<file path="config.mk">
export PLATFORM = sky130hd
export DESIGN_NAME = oam_data_port
export DESIGN_NICKNAME = d
export VERILOG_FILES = /design/src/rtl/oam_data_port.sv
export SDC_FILE = /design/constraint.sdc
export NUM_CORES = 1
export LEC_CHECK = 0
export ABC_AREA = 1
export CAP_MARGIN = 20
export CORE_UTILIZATION = 50
export DETAILED_ROUTE_END_ITERATION = 10
export GPL_ROUTABILITY_DRIVEN = 0
export PLACE_DENSITY = 0.78
export SETUP_SLACK_MARGIN = 0.2
export SYNTH_ARGS = -nofsm -noshare
export SYNTH_HDL_FRONTEND = slang
export SYNTH_SLANG_ARGS = --single-unit
</file>
<file path="constraint.sdc">
create_clock -name PCLK -period 1.6 [get_ports PCLK]
set_input_delay 0.24 -clock PCLK [delete_from_list [all_inputs] [get_ports PCLK]]
set_output_delay 0.24 -clock PCLK [all_outputs]
set_load 0.01 [all_outputs]
</file>
<file path="src/rtl/oam_data_port.sv">
// OAMADDR/OAMDATA responder: owns the OAM address counter, a one-entry write buffer and the OAM strobes.
// Optional build macro OAM_ATTR_MASK_EN: attribute bytes (addr[1:0]=2'b10) mask bits 4:2 on read and write.
//   state | meaning
//   IDLE  | no buffered write; OAM_Addr follows OAMADDR
//   WPEND | byte buffered, waiting for a free OAM port cycle
module oam_data_port #(
  parameter logic [7:0] OAMADDR_INIT = 8'h00,
  parameter int         RENDER_STEP  = 4
) (
  input  logic       PCLK,
  input  logic       RES,
  input  logic       n_DBE,
  input  logic [2:0] RS,
  input  logic       RnW,
  input  logic [7:0] DB_in,
  output logic [7:0] DB_out,
  output logic       DB_oe,
  input  logic       Render,
  input  logic       OAM_Busy,
  input  logic [7:0] OAM_RData,
  output logic [7:0] OAM_Addr,
  output logic [7:0] OAM_WData,
  output logic       OAM_WE,
  output logic       Overrun
);

  typedef enum logic {IDLE, WPEND} state_t;

  state_t     state, state_nxt;
  logic       n_dbe_q;
  logic [7:0] oamaddr;
  logic [7:0] buffer;
  logic [7:0] addr_buf;
  logic [7:0] pend_addr;
  logic       pend_valid;
  logic       rd_cap;
  logic [7:0] rdata_m;

  logic acc, wr_addr, wr_data, rd_data;

  assign acc     = n_dbe_q & ~n_DBE;
  assign wr_addr = acc & (RS == 3'd3) & ~RnW;
  assign wr_data = acc & (RS == 3'd4) & ~RnW;
  assign rd_data = acc & (RS == 3'd4) & RnW;

  assign OAM_Addr = (state == WPEND) ? addr_buf : oamaddr;
  // Drive only after capture so a new access never inherits the previous read's enable.
  assign DB_oe    = ~RES & ~n_DBE & ~acc & rd_cap;

`ifdef OAM_ATTR_MASK_EN
  assign rdata_m   = (OAM_Addr[1:0] == 2'b10) ? (OAM_RData & 8'hE3) : OAM_RData;
  assign OAM_WData = (addr_buf[1:0] == 2'b10) ? (buffer & 8'hE3) : buffer;
`else
  assign rdata_m   = OAM_RData;
  assign OAM_WData = buffer;
`endif

  always_ff @(posedge PCLK) begin
    if (RES) state <= IDLE;
    else     state <= state_nxt;
  end

  always_comb begin
    state_nxt = state;
    OAM_WE    = 1'b0;
    case (state)
      IDLE: begin
        if (wr_data && !Render) state_nxt = WPEND;
      end
      WPEND: begin
        // Render also holds the write off: sprite evaluation owns the port.
        if (!RES && !OAM_Busy && !Render) begin
          OAM_WE    = 1'b1;
          state_nxt = IDLE;
        end
      end
      default: state_nxt = IDLE;
    endcase
  end

  always_ff @(posedge PCLK) begin
    if (RES) begin
      n_dbe_q    <= 1'b1;
      oamaddr    <= OAMADDR_INIT;
      buffer     <= 8'h00;
      addr_buf   <= 8'h00;
      pend_addr  <= 8'h00;
      pend_valid <= 1'b0;
      rd_cap     <= 1'b0;
      DB_out     <= 8'h00;
      Overrun    <= 1'b0;
    end else begin
      n_dbe_q <= n_DBE;
      if (acc)     rd_cap <= (RS == 3'd4) & RnW;
      if (rd_data) DB_out <= rdata_m;
      case (state)
        IDLE: begin
          if (wr_addr) begin
            oamaddr <= DB_in;
          end else if (wr_data) begin
            if (Render) begin
              oamaddr <= oamaddr + 8'(RENDER_STEP);
            end else begin
              buffer   <= DB_in;
              addr_buf <= oamaddr;
            end
          end
        end
        WPEND: begin
          if (wr_data) Overrun <= 1'b1;
          if (OAM_WE) begin
            // A $2003 write landing on the exit edge is the latest value and wins.
            pend_valid <= 1'b0;
            if (wr_addr)         oamaddr <= DB_in;
            else if (pend_valid) oamaddr <= pend_addr;
            else                 oamaddr <= addr_buf + 8'd1;
          end else if (wr_addr) begin
            pend_addr  <= DB_in;
            pend_valid <= 1'b1;
          end
        end
        default: ;
      endcase
    end
  end

endmodule
</file>
; After elaboration in Yosys (flattened, before gate mapping)
; Cells that the tools add are included.
; Widths: inputs -> output; s select.
[totals]
elab_cells = 62
regBits = 45
in_bits = 25
output_inout_bits = 27
[op_classes]
bitwise = 18
n_mux = 15
reduce_logical = 12
n_eq_ne = 5
add_sub_neg = 2
[op_table]
columns = cell, count
row1 = $mux 8, 7
row2 = $pmux 8 s2, 1
row3 = $and 1x1->1, 10
row4 = $add 8x1->8 const B, 1
row5 = $add 8x3->8 const B, 1
row6 = $not 1->1, 8
row7 = $mux 1, 6
row8 = $ne 3x3->1 const B, 2
row9 = $reduce_and 3->1, 2
row10 = $reduce_and 2->1, 2
row11 = $reduce_and 4->1, 1
row12 = $eq 3x2->1 const B, 1
row13 = $eq 3x3->1 const B, 1
row14 = $logic_and 1x1->1, 3
row15 = $logic_not 1->1, 3
row16 = $ne 2x2->1 const B, 1
row17 = $pmux 1 s2, 1
row18 = $reduce_bool 2->1, 1

; Logic depth before layout (Yosys ltp)
; Gate-level depths: netlist (run 1).
[logic_depth]
ltp_word = 7
ltp_mapped = 10
ltp_nobuf = 10

; Worst setup path after synthesis (run 1)
; Ideal clock, no wire load.
[synth_timing]
path_type = register to output
from = register state
to = output port OAM_Addr[0]
path_slack_ns = 0.370
path_buffers = 1
arrival_ns = 0.990
required_ns = 1.360
path_stages_with_launch = 4
path_cell_list = dfxtp_1 inv_1 buf_2 o21ai_0
[synth_between]
elab_chain_len = 1
[synth_rtl]
columns = element, line
row1 = from (decl), 29  ; state_t state, state_nxt;
row2 = from (signal assigned), 60  ; else state <= state_nxt;
row3 = $mux 8, 46  ; assign OAM_Addr = (state == WPEND) ? addr_buf : oamaddr;
row4 = to (decl), 21  ; output logic [7:0] OAM_Addr,
; No other way between the ends.

; Final worst setup path (run 1)
[layout_timing]
from = register state
to = register oamaddr[2]
[layout_between]
elab_chain_len = 3
elab_cells_between_ends = 7
cone_classes = eq/ne: 3 / mux: 2 / bitwise: 1 / reduce/logical: 1
[layout_rtl]
columns = element, line
row1 = $mux 1 or $not 1->1 (tied branches), --
row2 = $ne 2x2->1 (no source line) or $ne 3x3->1 (tied branches), --
row3 = $reduce_and 3->1 (no source line), --
row4 = to (signal assigned), 99  ; oamaddr <= DB_in;
row5 = to (signal assigned), 102  ; oamaddr <= oamaddr + 8'(RENDER_STEP);
row6 = to (signal assigned), 114  ; if (wr_addr) oamaddr <= DB_in;
row7 = to (decl), 31  ; logic [7:0] oamaddr;
; Several ways; a longest one is shown, not always the timed one.
; A chain may end at the register's enable or synchronous reset.

==> impl_metrics.json, run 1 <==
{
  "final_util_pct": 70.83,
  "power.switching_w": 0.0005547,
  "p_seq_share_pct": 54.4,
  "finalCriticalPeriod_ns": 1.399,
  "pre_cts_ws_ns": -0.2434,
  "firstDrtPassIters": 5,
  "core_area_sq_um": 4384,
  "post_drt_wl_per_cell_microns": 14.08,
  "placed_area_sq_um": 2965,
  "diodes": 0,
  "most-common-layout-cells": "nand2_1 (79), nor2_1 (39), a21oi_1 (39), dfxtp_1 (38), inv_1 (27)",
  "antenna_found_initial": 0,
  "instances_no_fill": 463,
  "floorplan.initialDensity_pct": 52.03,
  "ys_warn_count": 0,
  "end_kind": "flop",
  "routed_wl_microns": 6520,
  "cts_root_buf": "clkbuf_8",
  "die_width_microns": 69.54,
  "total_leakage_power_nw": 1.428,
  "rsz0062_at_grt": "yes",
  "drc_errors": 0,
  "hp-class": "in -> reg",
  "worst_slew_pin_slew_ns": 0.2948,
  "clkTransAtPathRegs_ns": 0.09,
  "hold_violations": 0,
  "start_kind": "flop",
  "grt_remaining_overflow": 0,
  "power_frac_clock_pct": 33.7,
  "setup_violations": 0,
  "cp_data_required_time_ns": 1.80,
  "num_rows": 24,
  "critPathKind": "reg -> reg",
  "rr_worst_depth": 8,
  "synth_nets": 364,
  "ctsLongestPathBuffers": 2,
  "grt_pass1_vias": 2295,
  "worstPathMaxFanout": 12,
  "fmax_ghz": 0.7146,
  "hold_slack_ns": 0.3084,
  "power_frac_comb_pct": 11.9,
  "grt_max_degree": 25,
  "outcome": "completed",
  "avgViaCountPerCell": 5.337,
  "period_share_pct": 87.46,
  "internal-power_w": 0.001551,
  "grt_pass1_wl_microns": 10490,
  "ys_ff_latch": 45,
  "area_growth_pct": 36.15,
  "power_density_nw_per_um2": 678.2,
  "dp_hpwl_microns": 4452,
  "final_cell_area_sq_um": 3105,
  "pin_count": 52,
  "max_slew_margin_pct": 80.27,
  "yosysSeqAreaShare_pct": 39.50,
  "drv_cap": 0,
  "syn_area_sq_um": 2281,
  "portBuffers": 51,
  "htree_num_levels": 2,
  "cts.sinks": 45,
  "drive_above_1_share_pct": 19.22,
  "hold_depth": 2,
  "fin_nets": 437,
  "slew_violations": 0,
  "dp_cells": 452,
  "fp.dieH_microns": 69.54,
  "antenna_left": 0,
  "critical_path_arrival_ns": 1.60,
  "ys_types": 26,
  "worst_slack_ns": 0.2007,
  "vdd_drop_max_uv": 516.8,
  "grt_usage_pct": 26.85,
  "cts_inserted_buffers": 5,
  "layout_commonest_cell": "nand2_1",
  "drt_iter0_markers": 229,
  "clock_skew_ns": 0.004344,
  "cts_tree": "built",
  "vias": 2471,
  "clk_latency_ns": 0.30,
  "synth_cells": 337,
  "syn_area_per_cell_sq_um": 6.768,
  "die-area_sq_um": 4836,
  "power.share.switching_pct": 26.34
}
## power by group through the flow
stage	logic (W)	clock network [W]	registers [W]
6_report	0.000250	0.000711	0.00115
3_5_place_dp	0.000239	0	0.00117
5_1_grt	0.000273	0.000763	0.00115
3_3_place_gp	0.000235	0	0.00117
4_1_cts	0.000235	0.000719	0.00115
2_1_floorplan	0.0000995	0	0.00117
## logic make-up after synthesis
logic type | count (synthesis) | share of synthesized area, %
DFF | 45 | 39.50
adders and majority gates | 2 | 1.097
AOI/OAI and AO/OA | 77 | 17.11
and+or+nand+nor | 167 | 33.68
buffers and inverters | 45 | 8.228
xor gates and xnor gates | 1 | 0.3841
## worst max-delay path: stages, from the launching register on
cell     delay [ns]
dfxtp_4        0.39
inv_6          0.06
buf_4          0.16
a21oi_1        0.20
o21ai_0        0.13
nand3_1        0.11
nand2_1        0.06
a21oi_1        0.13
nor2_1         0.06
## per-stage QoR
stage / power (W) / TNS (ns)
6_report: 0.002106 / 0
5_1_grt: 0.002184 / 0
4_1_cts: 0.002099 / 0
3_5_place_dp: 0.001411 / -3.122
3_3_place_gp: 0.001406 / -2.183
2_1_floorplan: 0.001273 / 0
## flip-flops by register name, indices dropped and copies added, names as in the netlist
signal / cells
oamaddr: 8
DB_out: 8
n_dbe_q: 1
pend_addr: 8
addr_buf: 8
rd_cap: 1
Overrun: 1
pend_valid: 1
OAM_WData: 8
state: 1
## metal layers
metal  vias to the layer above  share of wire, %  track usage, %  routed length (microns)
li1                       1241                 -               -                        -
met1                      1113                43           33.64                     2818
met2                        95                48           46.28                     3111
met3                        22               6.4           5.087                      417
met4                         0               2.6           8.617                      172
met5                         -                 0               0                        0
## synth_stat cells (all sizes together)
cell,count,share of area [%]
buf,5,1.6
nand2,86,16
nand3b,1,0.33
o211ai,1,0.33
nand4,3,1.1
a21oi,40,8.8
clkbuf,5,0.82
o21ai,35,7.7
inv,35,5.8
xor2,1,0.38
nor3,1,0.22
ha,2,1.1
dfxtp,45,39
a21boi,1,0.33
nand3,27,6.5
nor2,49,9.9
## worst paths after layout
path / startpoint / endpoint / slack [ns]
worst max-delay path: state / oamaddr[2] / 0.20
worst min-delay path: RES / rd_cap / 0.31
worst max register to register: state / oamaddr[2] / 0.20
worst min register to register: OAM_WData[7] / OAM_WData[7] / 0.46
## cell type report
type	instances	area [sq um]
well taps	52	65.06
flip-flops and latches	45	912.1
fillers	361	1279
inverters	35	136.4
clock inverters	3	17.52
multi-input cells	248	1264
clock buffers	5	68.82
repair buffers	75	641.9
## timing repair
action                     4_1_cts  5_1_grt
setup endpoints to repair       33       43
pin swaps                        3        9
hold endpoints to repair         0        0
hold buffers                     0        0
resized for setup               58       44
gates cloned                     1        0
setup buffers                    2        0
Note: power is estimated with default switching activity, not from simulation.
==> run 2: changes to the inputs <==
- CELL_PAD_IN_SITES_DETAIL_PLACEMENT: default -> 0
- CELL_PAD_IN_SITES_GLOBAL_PLACEMENT: default -> 2
- CORE_UTILIZATION: 50 -> 27
==> run 2 against run 1 <==
  * Via count fell by 3.6%
  * Total power rose by 0.45%
  * Die area rose by 82%
  * Clock skew rose by 0.0048 ns
  * Worst hold slack got worse by 0.025 ns
  * Setup slack got worse by 0.014 ns
  * Core utilization fell by 30 points
  * Cell count rose by 13%
  * Critical path depth fell by 4
  * Clock power fell by 1%
  * Critical path type is now reg -> out
  * Critical endpoint is now OAM_Addr[2]
  * Largest cell class unchanged
  * Largest power group unchanged
==> impl_metrics.json, run 2 (same netlist as run 1, synthesis figures left out) <==
{
  "finalCriticalPeriod_ns": 1.414,
  "outcome": "completed",
  "area_growth_pct": 46.02,
  "rsz0062_at_grt": "yes",
  "max_stage_delay_ns": 0.38,
  "die-area_sq_um": 8819,
  "fmax_ghz": 0.7074,
  "grt_usage_pct": 16.88,
  "ctsLongestPathBuffers": 2,
  "drc_errors": 0,
  "hold_violations": 0,
  "nFillCells": 889,
  "fin_nets": 446,
  "drv_cap": 0,
  "hold_slack_ns": 0.2831,
  "placed_area_sq_um": 3089,
  "critical_path_arrival_ns": 1.17,
  "hp-class": "in -> reg",
  "max_slew_margin_pct": 78.55,
  "met2_usage_pct": 29.20,
  "drt_iter0_markers": 122,
  "slew_violations": 0,
  "vias": 2381,
  "rr_startpoint": "state",
  "worstPathMaxFanout": 6,
  "antenna_left": 0,
  "internal-power_w": 0.001572,
  "clock_skew_ns": 0.009096,
  "most-common-layout-cells": "nand2_1 (74), dfxtp_1 (40), a21oi_1 (40), nor2_1 (35), inv_1 (29)",
  "cts_tree": "built",
  "rr_worst_depth": 7,
  "worst_slack_ns": 0.1864,
  "top_usage_layer": "met2",
  "fp.dieH_microns": 93.91,
  "grt_remaining_overflow": 0,
  "core_area_sq_um": 8175,
  "use_met1_pct": 21.43,
  "crit_start": "state",
  "power.switching_w": 0.0005430,
  "antenna_found_initial": 0,
  "layout_commonest_cell": "nand2_1",
  "floorplan.initialDensity_pct": 27.90,
  "pin_count": 52,
  "final_util_pct": 40.74,
  "tns_ns": 0,
  "htree_num_levels": 2,
  "die_width_microns": 93.91,
  "dp_hpwl_microns": 5055,
  "cp_data_required_time_ns": 1.36,
  "critPathKind": "reg -> out",
  "num_rows": 33,
  "cts_inserted_buffers": 5,
  "routed_wl_microns": 7112,
  "hold_buffers": 0,
  "end_kind": "output pin",
  "cts.sinks": 45,
  "cp_slowest_cell": "dfxtp_4",
  "post_drt_wl_per_cell_microns": 13.55,
  "path_cells": "inv_6, clkbuf_16, o21ai_1, buf_2",
  "grt_pass1_vias": 2358,
  "p_seq_share_pct": 54.1,
  "drive_above_1_share_pct": 22.86,
  "power.share.switching_pct": 25.67,
  "power_frac_clock_pct": 33.3,
  "min-delay-start": "n_DBE",
  "total_leakage_power_nw": 1.497,
  "pre_cts_ws_ns": -0.2532,
  "use_met3_pct": 3.155,
  "period_share_pct": 88.35,
  "power_frac_comb_pct": 12.6,
  "clk_latency_ns": 0.30,
  "firstDrtPassIters": 4,
  "diodes": 0,
  "worst_slew_pin_slew_ns": 0.3214,
  "cts_root_buf": "clkbuf_8",
  "power_density_nw_per_um2": 635.1,
  "portBuffers": 51,
  "setup_violations": 0,
  "clkTransAtPathRegs_ns": 0.09,
  "vdd_drop_max_uv": 297.4,
  "start_kind": "flop",
  "avgViaCountPerCell": 4.535,
  "final_cell_area_sq_um": 3331,
  "grt_pass1_wl_microns": 11590,
  "hold_depth": 3,
  "grt_max_degree": 26
}
run 2: critical path: cells and delay by family (launching register included):
family	cells	cell delay, ns
flops	1	0.38
buf+inv	3	0.35
compound gates	1	0.14
run 2: worst paths after layout:
kind                  endpoint  slack, ns
hold reg to reg   OAM_WData[5]       0.46
setup / recovery   OAM_Addr[2]       0.19
setup reg to reg  OAM_WData[3]       0.25
hold / removal         n_dbe_q       0.28
run 2: area by class of cell:
| class | count | area, sq um | share of cell area, % |
|---|---|---|---|
| clock buffers | 7 | 76.32 | 2.292 |
| clock inverters | 1 | 7.507 | 0.2254 |
| inverters | 35 | 136.4 | 4.095 |
| multi-input cells | 248 | 1304 | 39.14 |
| flip-flops and latches | 45 | 909.6 | 27.31 |
| well taps | 105 | 131.4 | 3.944 |
| repair buffers | 84 | 765.7 | 22.99 |
run 2: stage by stage:
step                total power (W)  cells
finish                     0.002115    525
global route               0.002212    525
CTS                        0.002128    520
detailed placement         0.001422    511
global placement           0.001421    511
floorplan                  0.001273    337
run 2: what timing repair did:
action / 4_1_cts / 5_1_grt
setup buffers: 1 / 3
pin swaps: 3 / 12
setup endpoints to repair: 37 / 43
gates resized for setup: 70 / 47
gates cloned: 0 / 2
run 2: power by group through the flow:
stage                     Clock, W  Combinational (W)  Sequential, W
after floorplan                  0          0.0000995        0.00117
after global placement           0           0.000250        0.00117
after detailed placement         0           0.000251        0.00117
after CTS                 0.000739           0.000245        0.00114
after global routing      0.000769           0.000295        0.00115
final                     0.000704           0.000267        0.00114
run 2: metal layers:
layer	part of all wire [%]	vias to the layer above
met4	0.96	0
li1	-	1257
met2	48	47
met5	0	-
met1	47	1071
met3	4.1	6
